## src/rtl/core_pkg.sv

```systemverilog
// Shared constants for the RV32I core pipeline.
//   FWD_*     : operand bypass select encodings driven by forward_unit
//   ALU_OP_*  : coarse ALU operation class handed to the ALU controller
//   OPCODE_*  : major opcodes used by decode and the execute stage
//   fwd_hit() : one bypass source matches a consuming register index
package core_pkg;

  localparam logic [1:0] FWD_REG = 2'b00;
  localparam logic [1:0] FWD_WB  = 2'b01;
  localparam logic [1:0] FWD_MEM = 2'b10;

  localparam logic [1:0] ALU_OP_ADD   = 2'd0;
  localparam logic [1:0] ALU_OP_SUB   = 2'd1;
  localparam logic [1:0] ALU_OP_RTYPE = 2'd2;

  localparam logic [6:0] OPCODE_LOAD   = 7'b0000011;
  localparam logic [6:0] OPCODE_STORE  = 7'b0100011;
  localparam logic [6:0] OPCODE_OP     = 7'b0110011;
  localparam logic [6:0] OPCODE_OP_IMM = 7'b0010011;
  localparam logic [6:0] OPCODE_BRANCH = 7'b1100011;

  // A producer matches only if it writes a register other than x0.
  function automatic logic fwd_hit(input logic [4:0] rs, input logic [4:0] rd,
                                   input logic reg_write);
    return reg_write && (rd != 5'd0) && (rd == rs);
  endfunction

endpackage

```

## src/rtl/forward_unit.sv

```systemverilog
// Operand bypass selector for one EX source register.
//   rs_ex         : register index read by the instruction in EX
//   rd_mem        : destination of the instruction in MEM
//   reg_write_mem : MEM instruction writes the register file
//   rd_wb         : destination of the instruction in WB
//   reg_write_wb  : WB instruction writes the register file
//   fwd_sel       : FWD_MEM, FWD_WB or FWD_REG
// The younger MEM result wins over WB when both match.
module forward_unit
  import core_pkg::*;
#(
  parameter int unsigned REG_ADDR_W = 5
) (
  input  logic [REG_ADDR_W-1:0] rs_ex,
  input  logic [REG_ADDR_W-1:0] rd_mem,
  input  logic                  reg_write_mem,
  input  logic [REG_ADDR_W-1:0] rd_wb,
  input  logic                  reg_write_wb,
  output logic [1:0]            fwd_sel
);

  logic hit_mem;
  logic hit_wb;

  always_comb begin
    hit_mem = reg_write_mem && (rd_mem != '0) && (rd_mem == rs_ex);
    hit_wb  = reg_write_wb && (rd_wb != '0) && (rd_wb == rs_ex);
    fwd_sel = FWD_REG;
    if (hit_mem) begin
      fwd_sel = FWD_MEM;
    end else if (hit_wb) begin
      fwd_sel = FWD_WB;
    end
  end

endmodule

```

## src/rtl/id_ex_stage.sv

```systemverilog
// ID/EX pipeline register with EX operand forwarding and load-use detection.
//   clk, rst            : core clock, asynchronous active-high reset
//   stall_in, flush     : global freeze; squash of the instruction entering EX
//   *_id                : decoded instruction fields from ID
//   rd/reg_write/alu_result_mem, rd/reg_write/result_wb : bypass sources
//   *_ex                : registered EX-stage fields for the ALU controller / MEM
//   src_a, src_b        : forwarded ALU operands (src_b may be the immediate)
//   store_data_ex       : forwarded rs2 for stores
//   forward_a/forward_b : bypass selects (00 regfile, 01 WB, 10 MEM)
//   load_use_stall      : combinational hold request for PC and IF/ID
module id_ex_stage
  import core_pkg::*;
#(
  parameter int unsigned XLEN       = 32,
  parameter int unsigned REG_ADDR_W = 5
) (
  input  logic                  clk,
  input  logic                  rst,
  input  logic                  stall_in,
  input  logic                  flush,
  input  logic                  valid_id,
  input  logic [XLEN-1:0]       pc_id,
  input  logic [XLEN-1:0]       rs1_data_id,
  input  logic [XLEN-1:0]       rs2_data_id,
  input  logic [XLEN-1:0]       imm_id,
  input  logic [REG_ADDR_W-1:0] rs1_id,
  input  logic [REG_ADDR_W-1:0] rs2_id,
  input  logic [REG_ADDR_W-1:0] rd_id,
  input  logic [2:0]            funct3_id,
  input  logic [6:0]            funct7_id,
  input  logic [6:0]            opcode_id,
  input  logic [1:0]            alu_op_id,
  input  logic                  alu_src_id,
  input  logic                  reg_write_id,
  input  logic                  mem_read_id,
  input  logic                  mem_write_id,
  input  logic                  mem_to_reg_id,
  input  logic [REG_ADDR_W-1:0] rd_mem,
  input  logic                  reg_write_mem,
  input  logic [XLEN-1:0]       alu_result_mem,
  input  logic [REG_ADDR_W-1:0] rd_wb,
  input  logic                  reg_write_wb,
  input  logic [XLEN-1:0]       result_wb,
  output logic                  valid_ex,
  output logic [XLEN-1:0]       pc_ex,
  output logic [XLEN-1:0]       imm_ex,
  output logic [2:0]            funct3_ex,
  output logic [6:0]            funct7_ex,
  output logic [6:0]            opcode_ex,
  output logic [1:0]            alu_op_ex,
  output logic [REG_ADDR_W-1:0] rd_ex,
  output logic                  reg_write_ex,
  output logic                  mem_read_ex,
  output logic                  mem_write_ex,
  output logic                  mem_to_reg_ex,
  output logic [XLEN-1:0]       src_a,
  output logic [XLEN-1:0]       src_b,
  output logic [XLEN-1:0]       store_data_ex,
  output logic [1:0]            forward_a,
  output logic [1:0]            forward_b,
  output logic                  load_use_stall
);

  logic                  valid_q,      valid_d;
  logic [XLEN-1:0]       pc_q,         pc_d;
  logic [XLEN-1:0]       imm_q,        imm_d;
  logic [XLEN-1:0]       rs1_data_q,   rs1_data_d;
  logic [XLEN-1:0]       rs2_data_q,   rs2_data_d;
  logic [REG_ADDR_W-1:0] rs1_q,        rs1_d;
  logic [REG_ADDR_W-1:0] rs2_q,        rs2_d;
  logic [REG_ADDR_W-1:0] rd_q,         rd_d;
  logic [2:0]            funct3_q,     funct3_d;
  logic [6:0]            funct7_q,     funct7_d;
  logic [6:0]            opcode_q,     opcode_d;
  logic [1:0]            alu_op_q,     alu_op_d;
  logic                  alu_src_q,    alu_src_d;
  logic                  reg_write_q,  reg_write_d;
  logic                  mem_read_q,   mem_read_d;
  logic                  mem_write_q,  mem_write_d;
  logic                  mem_to_reg_q, mem_to_reg_d;

  logic [XLEN-1:0] fwd_rs1;
  logic [XLEN-1:0] fwd_rs2;

  // Conservative: rs2 is compared even for instructions that do not read it.
  // Squashed ID instructions never stall.
  always_comb begin
    load_use_stall = valid_q && mem_read_q && (rd_q != '0) && valid_id &&
                     ((rd_q == rs1_id) || (rd_q == rs2_id)) && !flush;
  end

  always_comb begin
    valid_d      = valid_q;
    pc_d         = pc_q;
    imm_d        = imm_q;
    rs1_data_d   = rs1_data_q;
    rs2_data_d   = rs2_data_q;
    rs1_d        = rs1_q;
    rs2_d        = rs2_q;
    rd_d         = rd_q;
    funct3_d     = funct3_q;
    funct7_d     = funct7_q;
    opcode_d     = opcode_q;
    alu_op_d     = alu_op_q;
    alu_src_d    = alu_src_q;
    reg_write_d  = reg_write_q;
    mem_read_d   = mem_read_q;
    mem_write_d  = mem_write_q;
    mem_to_reg_d = mem_to_reg_q;
    if (stall_in) begin
      // Freeze; a concurrent flush is re-presented by its source later.
    end else if (flush || load_use_stall) begin
      valid_d      = 1'b0;
      pc_d         = '0;
      imm_d        = '0;
      rs1_data_d   = '0;
      rs2_data_d   = '0;
      rs1_d        = '0;
      rs2_d        = '0;
      rd_d         = '0;
      funct3_d     = '0;
      funct7_d     = '0;
      opcode_d     = '0;
      alu_op_d     = ALU_OP_ADD;
      alu_src_d    = 1'b0;
      reg_write_d  = 1'b0;
      mem_read_d   = 1'b0;
      mem_write_d  = 1'b0;
      mem_to_reg_d = 1'b0;
    end else begin
      valid_d      = valid_id;
      pc_d         = pc_id;
      imm_d        = imm_id;
      rs1_data_d   = rs1_data_id;
      rs2_data_d   = rs2_data_id;
      rs1_d        = rs1_id;
      rs2_d        = rs2_id;
      rd_d         = rd_id;
      funct3_d     = funct3_id;
      funct7_d     = funct7_id;
      opcode_d     = opcode_id;
      alu_op_d     = alu_op_id;
      alu_src_d    = alu_src_id;
      reg_write_d  = reg_write_id;
      mem_read_d   = mem_read_id;
      mem_write_d  = mem_write_id;
      mem_to_reg_d = mem_to_reg_id;
    end
  end

  always_ff @(posedge clk or posedge rst) begin
    if (rst) begin
      valid_q      <= 1'b0;
      pc_q         <= '0;
      imm_q        <= '0;
      rs1_data_q   <= '0;
      rs2_data_q   <= '0;
      rs1_q        <= '0;
      rs2_q        <= '0;
      rd_q         <= '0;
      funct3_q     <= '0;
      funct7_q     <= '0;
      opcode_q     <= '0;
      alu_op_q     <= '0;
      alu_src_q    <= 1'b0;
      reg_write_q  <= 1'b0;
      mem_read_q   <= 1'b0;
      mem_write_q  <= 1'b0;
      mem_to_reg_q <= 1'b0;
    end else begin
      valid_q      <= valid_d;
      pc_q         <= pc_d;
      imm_q        <= imm_d;
      rs1_data_q   <= rs1_data_d;
      rs2_data_q   <= rs2_data_d;
      rs1_q        <= rs1_d;
      rs2_q        <= rs2_d;
      rd_q         <= rd_d;
      funct3_q     <= funct3_d;
      funct7_q     <= funct7_d;
      opcode_q     <= opcode_d;
      alu_op_q     <= alu_op_d;
      alu_src_q    <= alu_src_d;
      reg_write_q  <= reg_write_d;
      mem_read_q   <= mem_read_d;
      mem_write_q  <= mem_write_d;
      mem_to_reg_q <= mem_to_reg_d;
    end
  end

  forward_unit #(
    .REG_ADDR_W(REG_ADDR_W)
  ) u_fwd_a (
    .rs_ex        (rs1_q),
    .rd_mem       (rd_mem),
    .reg_write_mem(reg_write_mem),
    .rd_wb        (rd_wb),
    .reg_write_wb (reg_write_wb),
    .fwd_sel      (forward_a)
  );

  forward_unit #(
    .REG_ADDR_W(REG_ADDR_W)
  ) u_fwd_b (
    .rs_ex        (rs2_q),
    .rd_mem       (rd_mem),
    .reg_write_mem(reg_write_mem),
    .rd_wb        (rd_wb),
    .reg_write_wb (reg_write_wb),
    .fwd_sel      (forward_b)
  );

  always_comb begin
    unique case (forward_a)
      FWD_MEM: fwd_rs1 = alu_result_mem;
      FWD_WB:  fwd_rs1 = result_wb;
      default: fwd_rs1 = rs1_data_q;
    endcase
    unique case (forward_b)
      FWD_MEM: fwd_rs2 = alu_result_mem;
      FWD_WB:  fwd_rs2 = result_wb;
      default: fwd_rs2 = rs2_data_q;
    endcase
  end

  always_comb begin
    src_a         = fwd_rs1;
    src_b         = alu_src_q ? imm_q : fwd_rs2;
    store_data_ex = fwd_rs2;
  end

  always_comb begin
    valid_ex      = valid_q;
    pc_ex         = pc_q;
    imm_ex        = imm_q;
    funct3_ex     = funct3_q;
    funct7_ex     = funct7_q;
    opcode_ex     = opcode_q;
    alu_op_ex     = alu_op_q;
    rd_ex         = rd_q;
    reg_write_ex  = reg_write_q;
    mem_read_ex   = mem_read_q;
    mem_write_ex  = mem_write_q;
    mem_to_reg_ex = mem_to_reg_q;
  end

endmodule

```

## config.mk

```make
export PLATFORM = sky130hd
export DESIGN_NAME = id_ex_stage
export DESIGN_NICKNAME = d
export VERILOG_FILES = /design/src/rtl/core_pkg.sv /design/src/rtl/forward_unit.sv /design/src/rtl/id_ex_stage.sv
export SDC_FILE = /design/constraint.sdc
export NUM_CORES = 1
export LEC_CHECK = 0
export CAP_MARGIN = 20
export CORE_AREA = 3 3 172 174
export CTS_CLUSTER_DIAMETER = 100
export DETAILED_ROUTE_END_ITERATION = 6
export DIE_AREA = 0 0 175 177
export PLACE_DENSITY = 0.65
export SETUP_SLACK_MARGIN = 0.02
export SLEW_MARGIN = 20
export SYNTH_ARGS = -nofsm -noshare
export SYNTH_HDL_FRONTEND = slang
export SYNTH_SLANG_ARGS = --single-unit
```

## constraint.sdc

```tcl
create_clock -name clk -period 8.89 [get_ports clk]
set_clock_uncertainty 0.05 [all_clocks]
set_input_delay 0.889 -clock clk [delete_from_list [all_inputs] [get_ports clk]]
set_output_delay 0.889 -clock clk [all_outputs]
set_load 0.02 [all_outputs]
```

==> metrics.yaml <==
critical_path:
  rr_startpoint: "rd_ex[4]$_DFFE_PP0N_"
  endpoint_kind: "primary output"
  timing.rr.end: "imm_ex[1]$_DFFE_PP0N_"
  r2r_slack_ps: 6640
  ff2ff_path_depth: 6
  worstPathMaxFanout: 33
  crit_start: "rd_mem[1]"
  worstSetupPathType: "in2out"
  start_kind: "input port"
  cp.required_ps: 7950
  arrival_ps: 4640
run:
  max_cap_viol_count: 0
clock_network:
  clk_pin_slew_worst_paths_ps: 70
  hold_buffers: 0
  cts_tree: "yes"
  insertion_delay_ps: 440
  cts.sinks: 168
  cts_root_buf: "clkbuf_16"
  post_cts_resized: 0
  cts-htree-levels: 4
  clk_path_buf_depth: 2
  cts_buffers: 17
  cts_setup_buffers: 0
synth:
  netlist-cell-type-count: 36
  synth_xor_area_frac: 0.02786
  synth_top_family_by_area: "compound AO/OA/AOI/OAI gates"
  ys.flop_type: "dfrtp_1"
  synth_top_area_share: 0.4458
  synth_warnings: 0
  synth_top_area_cell: "dfrtp_1"
  syn_nets: 1045
  synth.mux.area_fraction: 0.07218
  async_flop_share: 1.000
  synthAdderAreaFrac: 0
  synth_compound_area_frac: 0.3069
  ys_ff_latch: 168
  synth_edf_count: 0
  netlist_top_cells_area: "dfrtp_1, a32o_1, a31oi_4, o31ai_2, mux2_2"
  synth_cells: 797
  synth.most_common_cell: "dfrtp_1"
  avgSynthCellArea_sq_um: 11.83
  synth_common_cells: "dfrtp_1, a32o_1, clkbuf_1"
  synthesis.area_sq_um: 9430
  synth.yosys.seq_area_share: 0.4458
  yosys.area_share.simple: 0.07868
sta:
  hold_viol: 0
  setup_violations: 0
  fmax_mhz: 179.2
  tightest_slew_ps: 995.4
  relSlewSlack: 0.3364
  rsz0062_at_grt: "false"
  finalCritPeriodShare: 0.6278
  period_needed_ps: 5581
  fin_setup_tns_ps: 0
  slew_violations: 0
layout:
  area_delta_synth_final_pct: 54.40
  drive_gt1_frac: 0.1271
  utilization: 0.5212
  nNetsFinal: 1415
  fin_area_sq_um: 14560
  fillers: 2552
  finalNonFillerCells: 1560
run_status:
  status: "finished clean"
route:
  antenna_left: 0
  first_iter_violations: 538
  vias: 8730
  wirelength_mm: 37.18
  wl_per_cell_microns: 23.83
  drt_first_pass_iters: 5
  drc: 0
  via_per_inst: 5.596
power_and_ir_drop:
  power-per-cell-area_nw_per_um2: 158.9
  p_leak_nw: 5.463
  irDropWorstVdd_uv: 123.9
floorplanning:
  row_count: 61
  start_util: 0.3376
  die_x_microns: 175
  pin_count: 442
  die-area_sq_um: 30980
  core_sq_um: 27930
  die_y_microns: 177
min_path:
  holdPathStages: 1
  hp-class: "reg2reg"
  min_to: "pc_ex[21]$_DFFE_PP0N_"
  min_from: "pc_ex[21]$_DFFE_PP0N_"
grt:
  grtUsageTotal: 0.2328
  grt_max_degree: 169
  grt_pass1_wl_mm: 56.22
  grt_overflow: 0
  antenna_found_initial: 4
  grt_pass1_vias: 9101
placed_design:
  place_hpwl_mm: 25.43
  dpl_cell_area_sq_um: 13960
  dp_cells: 1526
  finalWeightedCongestion: 0.8048
  io_buffers: 441
-- worst max-delay path by stage --
stage	cells after the start	end	slack, ps
2_1_floorplan	1	alu_op_ex[0]$_DFFE_PP0N_	3400
3_3_place_gp	8	src_b[0]	3260
3_5_place_dp	8	src_b[0]	3260
4_1_cts	8	src_b[0]	3260
5_1_grt	8	src_b[0]	3180
6_report	8	src_b[0]	3310
-- metal layers --
metal | part of all wire | vias to the layer above | global-route usage | wire length (microns)
met5 | 0.00067 | - | 0 | 25
met3 | 0.080 | 42 | 0.07293 | 2966
met1 | 0.40 | 4372 | 0.2779 | 14840
li1 | - | 3914 | - | -
met2 | 0.50 | 398 | 0.4077 | 18540
met4 | 0.022 | 4 | 0.06051 | 806
-- state kept, by name, indices dropped and copies added, names as in the netlist --
name	cells
reg_write_ex	1
funct7_ex	7
pc_ex	32
alu_src_q	1
mem_to_reg_ex	1
rd_ex	5
mem_write_ex	1
valid_ex	1
imm_ex	32
mem_read_ex	1
funct3_ex	3
rs1_data_q	32
rs2_data_q	32
rs1_q	5
opcode_ex	7
rs2_q	5
alu_op_ex	2
-- power breakdown --
part	switching (mW)	internal (mW)	total, mW
sequential	0.0527	0.823	0.875
combinational	0.327	0.351	0.678
clock	0.375	0.385	0.761
-- cell type report --
cell class                      instances  area, sq um  share of cell area
Sequential cell                       168         4205              0.2888
Multi-Input combinational cell        491         4624              0.3176
Clock inverter                         14        151.4             0.01040
Timing Repair Buffer                  454         4526              0.3108
Tap cell                              378        473.0             0.03248
Clock buffer                           18        439.2             0.03016
Antenna cell                            2        5.005           0.0003437
Inverter                               35        136.4            0.009367
-- cells by family (layout without fill, tap and decap cells) --
group,after synthesis,in the layout
AOI/OAI and AO/OA,269,269
xor gates and xnor gates,30,30
buffers and inverters,138,521
DFF,168,168
muxes,64,64
other,0,2
and+or+nand+nor,128,128
-- per-stage QoR --
step,hold WS (ps),power (mW),setup WS (ps)
after floorplan,412.5,1.217,3404
after global placement,420.2,1.566,3261
after detailed placement,429.3,1.574,3256
after CTS,444.2,2.345,3257
after global routing,452.7,2.411,3183
final,438.2,2.314,3309
-- worst max-delay path: stages --
cell             delay (ps)
clkdlybuf4s50_1         510
or4_4                   540
o211ai_4                160
buf_4                   420
or2_4                   870
a31oi_1                 340
mux2_2                  360
clkdlybuf4s50_1         540
-- layout by cell type, fill, tap and decap left out, types with 2 or more instances in the layout --
cell	netlist	layout
a31oi_1	3	3
clkdlybuf4s50_1	0	440
mux2i_1	32	32
nor2_1	35	34
clkinv_4	0	3
nand3_1	6	5
a22o_1	11	11
diode_2	0	2
a21oi_1	33	33
o31ai_2	29	29
o21ai_4	0	2
inv_6	0	3
xnor2_1	22	22
dfrtp_1	168	167
or4_1	34	33
clkbuf_16	0	17
inv_1	34	33
o31ai_1	3	3
nor3_1	35	35
a31oi_4	29	29
mux2_2	32	32
inv_8	0	6
buf_4	4	12
a32o_1	157	157
clkinv_8	0	2
nor3b_1	11	11
xor2_1	8	8
Note: power is estimated with default switching activity, not from simulation.
